[config.mk]
export PLATFORM = sky130hd
export DESIGN_NAME = tdm_mux
export DESIGN_NICKNAME = d
export VERILOG_FILES = /design/src/rtl/tdm_pkg.sv /design/src/rtl/tdm_slice_sel.sv /design/src/rtl/tdm_mux.sv
export SDC_FILE = /design/constraint.sdc
export NUM_CORES = 1
export LEC_CHECK = 0
export CORE_MARGIN = 2
export CORE_UTILIZATION = 49
export DETAILED_ROUTE_END_ITERATION = 16
export GPL_TIMING_DRIVEN = 0
export HOLD_SLACK_MARGIN = 0.03
export PLACE_DENSITY = 0.82
export SYNTH_ARGS = -nofsm -noshare
export SYNTH_HDL_FRONTEND = slang
export SYNTH_SLANG_ARGS = --single-unit
[constraint.sdc]
create_clock -name clk -period 3 [get_ports clk]
set_input_delay 0.6 -clock clk [delete_from_list [all_inputs] [get_ports clk]]
set_output_delay 0.6 -clock clk [all_outputs]
set_load 0.05 [all_outputs]
[src/rtl/tdm_pkg.sv]
// Shared types and helpers for the tdm_mux serializer.
// Default slice geometry matches tdm_mux's default WIDTH_IN/WIDTH_OUT.
package tdm_pkg;

    localparam int unsigned WidthInDef  = 16;
    localparam int unsigned WidthOutDef = 4;
    localparam int unsigned RatioDef    = WidthInDef / WidthOutDef;

    typedef enum logic {IDLE, SEND} state_e;

    typedef logic [$clog2(RatioDef)-1:0] slice_idx_t;

    function automatic int unsigned popcount(input logic [63:0] v);
        int unsigned n;
        n = 0;
        for (int i = 0; i < 64; i++) begin
            n += int'(v[i]);
        end
        return n;
    endfunction

endpackage

[src/rtl/tdm_slice_sel.sv]
// Find-first-set over the remaining slice mask; is_last flags that no higher bit is set.
module tdm_slice_sel #(
    parameter int unsigned RATIO = 4,
    localparam int unsigned IdxW = (RATIO > 1) ? $clog2(RATIO) : 1
) (
    input  logic [RATIO-1:0] mask_i,
    output logic [IdxW-1:0]  idx_o,
    output logic             found_o,
    output logic             last_o
);

    always_comb begin
        idx_o   = '0;
        found_o = 1'b0;
        for (int i = RATIO - 1; i >= 0; i--) begin
            if (mask_i[i]) begin
                idx_o   = IdxW'(i);
                found_o = 1'b1;
            end
        end
        // The selected bit lands at position 0; anything above it means more slices follow.
        last_o = found_o && ((mask_i >> idx_o) == RATIO'(1));
    end

endmodule

[src/rtl/tdm_mux.sv]
// Wide-to-narrow serializer: one WIDTH_IN word in, RATIO WIDTH_OUT slices out, LSB slice first.
// Define TDM_MUX_SKIP_EN to honour i_slice_valid_in and skip unoccupied slices.
module tdm_mux
    import tdm_pkg::*;
#(
    parameter int unsigned WIDTH_IN  = WidthInDef,
    parameter int unsigned WIDTH_OUT = WidthOutDef,
    localparam int unsigned RATIO    = WIDTH_IN / WIDTH_OUT
) (
    input  logic                 clk,
    input  logic                 rst_n,
    input  logic [WIDTH_IN-1:0]  i_data_in,
    input  logic [RATIO-1:0]     i_slice_valid_in,
    input  logic                 i_valid_in,
    output logic                 o_ready_out,
    output logic [WIDTH_OUT-1:0] o_data_out,
    output logic                 o_valid_out,
    output logic                 o_last_out,
    input  logic                 i_ready_in,
    output logic                 o_busy
);

    localparam int unsigned IdxW = (RATIO > 1) ? $clog2(RATIO) : 1;

    if (RATIO < 2 || (WIDTH_IN % WIDTH_OUT) != 0) begin : g_bad_cfg
        $error("tdm_mux: WIDTH_IN must be a multiple of WIDTH_OUT with ratio >= 2");
    end

    state_e               state_q, state_d;
    logic [WIDTH_IN-1:0]  data_q, data_d;
    logic [WIDTH_OUT-1:0] out_q, out_d;
    logic                 valid_q, valid_d;
    logic                 last_q, last_d;

    logic                 in_xfer, out_xfer, advance;
    logic [WIDTH_IN-1:0]  word;
    logic [IdxW-1:0]      sel_idx;
    logic                 sel_found, sel_last;
    logic [RATIO-1:0]     eff_mask;

    // Combinational from i_ready_in so a new word loads in the same cycle the last slice leaves.
    assign o_ready_out = (state_q == IDLE) || (valid_q && last_q && i_ready_in);
    assign in_xfer     = i_valid_in && o_ready_out;
    assign out_xfer    = valid_q && i_ready_in;
    assign advance     = out_xfer && !last_q;
    assign word        = in_xfer ? i_data_in : data_q;

`ifdef TDM_MUX_SKIP_EN
    logic [RATIO-1:0] mask_q, mask_d, sel_mask;

    assign eff_mask = i_slice_valid_in;
    assign sel_mask = in_xfer ? eff_mask : mask_q;

    tdm_slice_sel #(.RATIO(RATIO)) u_slice_sel (
        .mask_i  (sel_mask),
        .idx_o   (sel_idx),
        .found_o (sel_found),
        .last_o  (sel_last)
    );

    // mask_q holds slices not yet presented; the presented one is cleared on selection.
    always_comb begin
        mask_d = mask_q;
        if (in_xfer || advance) begin
            mask_d = sel_mask & ~(RATIO'(1) << sel_idx);
        end else if (out_xfer) begin
            mask_d = '0;
        end
    end

    always_ff @(posedge clk or negedge rst_n) begin
        if (!rst_n) begin
            mask_q <= '0;
        end else begin
            mask_q <= mask_d;
        end
    end
`else
    logic [IdxW-1:0] cnt_q;
    logic            unused_slice_valid;

    assign unused_slice_valid = ^i_slice_valid_in;
    assign eff_mask  = '1;
    assign sel_idx   = in_xfer ? '0 : cnt_q + IdxW'(1);
    assign sel_found = 1'b1;
    assign sel_last  = (sel_idx == IdxW'(RATIO - 1));

    always_ff @(posedge clk or negedge rst_n) begin
        if (!rst_n) begin
            cnt_q <= '0;
        end else if (in_xfer || advance) begin
            cnt_q <= sel_idx;
        end
    end
`endif

    always_comb begin
        state_d = state_q;
        data_d  = data_q;
        out_d   = out_q;
        valid_d = valid_q;
        last_d  = last_q;
        if (in_xfer) begin
            data_d = i_data_in;
            if (sel_found) begin
                state_d = SEND;
                valid_d = 1'b1;
                last_d  = sel_last;
                out_d   = word[sel_idx*WIDTH_OUT +: WIDTH_OUT];
            end else begin
                state_d = IDLE;
                valid_d = 1'b0;
                last_d  = 1'b0;
            end
        end else if (advance) begin
            last_d = sel_last;
            out_d  = word[sel_idx*WIDTH_OUT +: WIDTH_OUT];
        end else if (out_xfer) begin
            state_d = IDLE;
            valid_d = 1'b0;
            last_d  = 1'b0;
        end
    end

    always_ff @(posedge clk or negedge rst_n) begin
        if (!rst_n) begin
            state_q <= IDLE;
            data_q  <= '0;
            out_q   <= '0;
            valid_q <= 1'b0;
            last_q  <= 1'b0;
        end else begin
            state_q <= state_d;
            data_q  <= data_d;
            out_q   <= out_d;
            valid_q <= valid_d;
            last_q  <= last_d;
        end
    end

    assign o_data_out  = out_q;
    assign o_valid_out = valid_q;
    assign o_last_out  = last_q;
    assign o_busy      = (state_q == SEND);

`ifndef SYNTHESIS
    int unsigned exp_cnt_q, got_cnt_q;

    // Every word must yield exactly popcount(effective mask) slices, ending on the last flag.
    always_ff @(posedge clk or negedge rst_n) begin
        if (!rst_n) begin
            exp_cnt_q <= 0;
            got_cnt_q <= 0;
        end else begin
            if (out_xfer && last_q) begin
                assert (got_cnt_q + 1 == exp_cnt_q)
                else $error("tdm_mux: slice count %0d, expected %0d", got_cnt_q + 1, exp_cnt_q);
            end
            if (advance) begin
                got_cnt_q <= got_cnt_q + 1;
            end
            if (in_xfer) begin
                exp_cnt_q <= popcount(64'(eff_mask));
                got_cnt_q <= 0;
            end
        end
    end
`endif

endmodule

; ---- Word-level counts from Yosys, hierarchy flattened
; Index checks and enable logic that the tools add are counted.
[classes]
add_sub_neg = 1
eq_ne = 2
shifts = 1
muxes = 9
bitwise = 1
reduce_logical = 12
[ops]
columns = op, n
row1 = $mux W16, 1
row2 = $shiftx A16 B5 Y4, 1
row3 = $mux W4, 2
row4 = $logic_and A1 B1 Y1, 5
row5 = $mux W1, 5
row6 = $reduce_bool A2 Y1, 2
row7 = $reduce_bool A3 Y1, 1
row8 = $add A2 B1 Y2 const B, 1
row9 = $eq A2 B2 Y1 const B, 1
row10 = $logic_or A1 B1 Y1, 2
row11 = $mux W2, 1
row12 = $ne A2 B2 Y1 const B, 1
row13 = $reduce_and A2 Y1, 1
row14 = $logic_not A1 Y1, 1
row15 = $not A1 Y1, 1
[word_totals]
ff_bits = 24
inputBits = 24
out_inout_bits = 8

; ---- Longest topological paths before layout
; Gate-level depths: netlist of the first run.
[depth]
depth_word = 8
ltp_mapped = 6

; ---- Least setup slack after synthesis of the first run
; OpenSTA, ideal clock, no wires.
[synth_timing]
kind = register to register
start = register valid_q, in the netlist o_valid_out
end = register out_q[3], in the netlist o_data_out[3]
setup_ns = 0.140
arrival_time_ns = 1.656
path_slack_ns = 1.204
stages_incl_launch_ff = 6
synth_period_minus_slack_ns = 1.796
cell_sequence = dfrtp_1 -> a21bo_4 -> and2_4 -> buf_6 -> a311oi_2 -> o221ai_1
[synth_between]
elab_chain_cells = 8
elab_cells_between_ends = 13
classes_between = shift: 1 / mux: 4 / bitwise: 1 / reduce/logical: 7
[synth_lines]
columns = item, line
row1 = start: declaration, tdm_mux.sv:32  ; logic valid_q, valid_d;
row2 = start signal: assignment, tdm_mux.sv:136  ; valid_q <= valid_d;
row3 = $logic_and A1 B1 Y1 (2 in a row), tdm_mux.sv:42  ; assign o_ready_out = (state_q == IDLE) || (valid_q && last_q && i_ready_in);
row4 = $logic_or A1 B1 Y1 (*), tdm_mux.sv:42
row5 = named net o_ready_out, tdm_mux.sv:15  ; output logic o_ready_out,
row6 = $logic_and A1 B1 Y1 (*), tdm_mux.sv:43  ; assign in_xfer = i_valid_in && o_ready_out;
row7 = $mux W16 or $mux W2 (tied branches), n/a
row8 = $shiftx A16 B5 Y4, "tdm_mux.sv:109, tdm_mux.sv:117"
row9 = $mux W4, tdm_mux.sv:115  ; end else if (advance) begin
row10 = $mux W4, tdm_mux.sv:103  ; if (in_xfer) begin
row11 = end signal: assignment, tdm_mux.sv:135  ; out_q <= out_d;
row12 = end: declaration, tdm_mux.sv:31  ; logic [WIDTH_OUT-1:0] out_q, out_d;
; The timed path passes the listed nets; every way through them passes the cells marked *. The select of a mux whose other input is x is not followed.
; A chain may end at the register's enable or synchronous reset.

; ---- Worst setup path in the final report of the first run
[layout_timing]
start = input i_ready_in
end = output o_ready_out
[layout_between]
elab_chain_cells = 2
[layout_lines]
columns = item, line
row1 = start: declaration, tdm_mux.sv:19  ; input logic i_ready_in,
row2 = $logic_and A1 B1 Y1, tdm_mux.sv:42
row3 = $logic_or A1 B1 Y1, tdm_mux.sv:42
row4 = end: declaration, tdm_mux.sv:15
; No other way between the ends.

==> results of run 1 <==
[layout make-up]
type / count / area [µm²] / share of cell area
sequential: 24 / 601 / 0.415
multi-input combinational: 85 / 462 / 0.319
timing repair buffer: 27 / 270 / 0.187
buffer: 7 / 42.5 / 0.0294
clock buffer: 4 / 36.3 / 0.0251
tap: 28 / 35.0 / 0.0242
[worst paths after layout]
check                                   startpoint                   endpoint
min in group asynchronous                    rst_n       data_q[15]$_DFF_PN0_
max reg2reg                o_valid_out$_DFFE_PN0P_  o_data_out[3]$_DFFE_PN0P_
min reg2reg                   data_q[10]$_DFF_PN0_       data_q[10]$_DFF_PN0_
max                                     i_ready_in                o_ready_out
min                           data_q[10]$_DFF_PN0_       data_q[10]$_DFF_PN0_
max in group asynchronous                    rst_n        data_q[5]$_DFF_PN0_
[flip-flops by register name (all words and copies together) (netlist names)]
register	count
cnt_q	2
data_q	16
o_data_out	4
o_last_out	1
o_valid_out	1
[per-layer routing]
metal  vias to the layer above  share of wire
met4                         0         0.0059
li1                        439              -
met3                         2          0.043
met2                        22           0.52
met5                         -              0
met1                       409           0.43
[placed cells by master, fill, tap and decap left out, types with 2 or more instances in the layout]
master / count
o21ai_0: 3
dfrtp_1: 24
mux4_2: 3
nor2_1: 4
a21oi_1: 2
a31oi_1: 3
clkbuf_4: 3
or2b_1: 2
clkdlybuf4s50_1: 27
nand2_1: 56
buf_2: 4
[per-stage QoR]
step                      power, mW  area [µm²]  setup WS, ps
final                          1.45        1450           305
after global routing           1.55        1450           262
after CTS                      1.45        1450           301
after detailed placement       1.29        1410           299
after global placement         1.26        1410           310
after floorplan                1.07        1100          1200
[cell usage after synthesis]
library cell and n:
nor3b_1 1, o21a_1 1, clkbuf_1 1, a22o_1 1, and2_4 1, nor2_1 4, a31oi_1 3, a21bo_4 1
o221ai_1 1, buf_4 1, buf_2 4, nor2b_1 1, xor2_1 1, mux4_2 3, a311oi_2 1, a21oi_1 2
a21o_1 1, nand2_1 56, o21ai_0 3, or2b_1 2, dfrtp_1 24, mux2i_1 1, nand3_1 1, buf_6 1
[worst min-delay path, stage by stage (launching register included)]
cell,delay [ps]
dfrtp_1,370
nand2_1,50
nand2_1,60
[cell families (layout without fill, tap and decap cells)]
family / Yosys count / in the layout / synth area share
and+or+nand+nor: 66 / 66 / 0.242
DFF: 24 / 24 / 0.544
AOI/OAI and AO/OA: 14 / 14 / 0.0974
buffers and inverters: 7 / 38 / 0.0385
muxes: 4 / 4 / 0.0702
xor gates and xnor gates: 1 / 1 / 0.00793
[power by group]
part           switching, mW  internal (mW)
registers             0.0807          0.470
clock network         0.0982         0.0741
logic                  0.416          0.309
total                  0.595          0.853
==> impl_metrics.tcl, run 1 <==
set metrics [dict create \
    status "complete, no violations" \
    wl_um 2220 \
    path_buf_inv 2 \
    drt-pass1-iter-count 4 \
    routedWlPerCell_um 12.7 \
    portBuffers 27 \
    ys_seq_area_frac 0.544 \
    ys_ff_latch 24 \
    cp-start-kind "input port" \
    grt_usage 0.200 \
    rr_worst_depth 5 \
    hp-class "flop to flop" \
    fp.dieW_um 51.5 \
    antenna_found_initial 0 \
    ys_warn_count 0 \
    critical_path.top_delay_family "buffers and inverters" \
    dp.cells 171 \
    worstPathRequired_ps 2400 \
    fillers 191 \
    clk_pin_slew_ps 140 \
    finalSetupTns_ps 0 \
    coreArea_mm2 0.00217 \
    hold_buffers 0 \
    p_leak_nw 0.695 \
    start_util 0.509 \
    power_density_mw_per_mm2 1000 \
    top_usage_layer "met2" \
    grt_overflow 0 \
    finalCriticalPeriod_ps 2700 \
    path_max_fanout 5 \
    grt_start_max_net_pins 25 \
    viasPerCell 4.98 \
    clock_latency_ps 310 \
    yosys-top-cells-area "dfrtp_1 (54%), nand2_1 (19%), mux4_2 (6.1%)" \
    avgSynthCellArea_um2 9.52 \
    end_kind "primary output" \
    rsz0062_at_grt "no" \
    io_pins 32 \
    worstMarginPinSlew_ps 1040 \
    whs_ps 494 \
    hold_depth 2 \
    vias 872 \
    diodes 0 \
    grt_pass1_vias 926 \
    maxCapViolCount 0 \
    cts_setup_buffers 0 \
    use_met3 0.0263 \
    crit_arrival_ps 2100 \
    crit_top_cell "clkdlybuf4s50_1" \
    die-area_mm2 0.00265 \
    cpPeakStageDelay_ps 800 \
    layout_worst_path_cycle_share 0.898 \
    dr.first_iter.drc_count 9 \
    fin_util 0.667 \
    cts-htree-levels 1 \
    synth_top_area_frac 0.544 \
    critPathKind "input port to primary output" \
    finalClockSkew_ps 3.86 \
    ant_nets 0 \
    cp_slowest_cell "clkdlybuf4s50_1" \
    drive_above_1_share 0.109 \
    row_count 17 \
    final_max_slew_viol_count 0 \
    layout.cells.non_filler 175 \
    cts_resized 0 \
    path_cells "clkdlybuf4s50_1 > a21bo_4 > clkdlybuf4s50_1" \
    syn_nets 140 \
    cts-root-buf "clkbuf_4" \
    crit_cells 3 \
    cts_tree "done" \
    numCtsBuffers 3 \
    fin_nets 172 \
    setup_violations 0 \
    ys_types 24 \
    grt_use_met2 0.365 \
    grt_pass1_wl_um 3970 \
    hpwl_um 1600 \
    gp_congestion 0.783 \
    use_met1 0.246 \
    max_slew_margin 0.307 \
    synthCells 116 \
    hold_violations 0 \
    syn_area_mm2 0.00110 \
    yosysTopAreaCell "dfrtp_1" \
    chipHeight_um 51.5 \
    rrSetupSlack_ps 1520 \
    clockBufferDepth 2 \
    area_delta_synth_final_pct 30.9 \
    vdd_drop_max_mv 0.548 \
    route.detailed.drc 0 \
    max_freq_mhz 371 \
    clock-sinks 24 \
]
(Power assumes the default switching activity.)
==> run 2: changes to the inputs <==
--- a/config.mk
+++ b/config.mk
@@ -13,4 +13,5 @@
 export PLACE_DENSITY = 0.82
 export SYNTH_ARGS = -nofsm -noshare
 export SYNTH_HDL_FRONTEND = slang
+export SYNTH_HIERARCHICAL = 1
 export SYNTH_SLANG_ARGS = --single-unit
==> results of run 2 <==
Same layout as run 1: the final DEF is identical, and so are final timing and power.
Among the figures that moved: Yosys warning count 0 -> 6
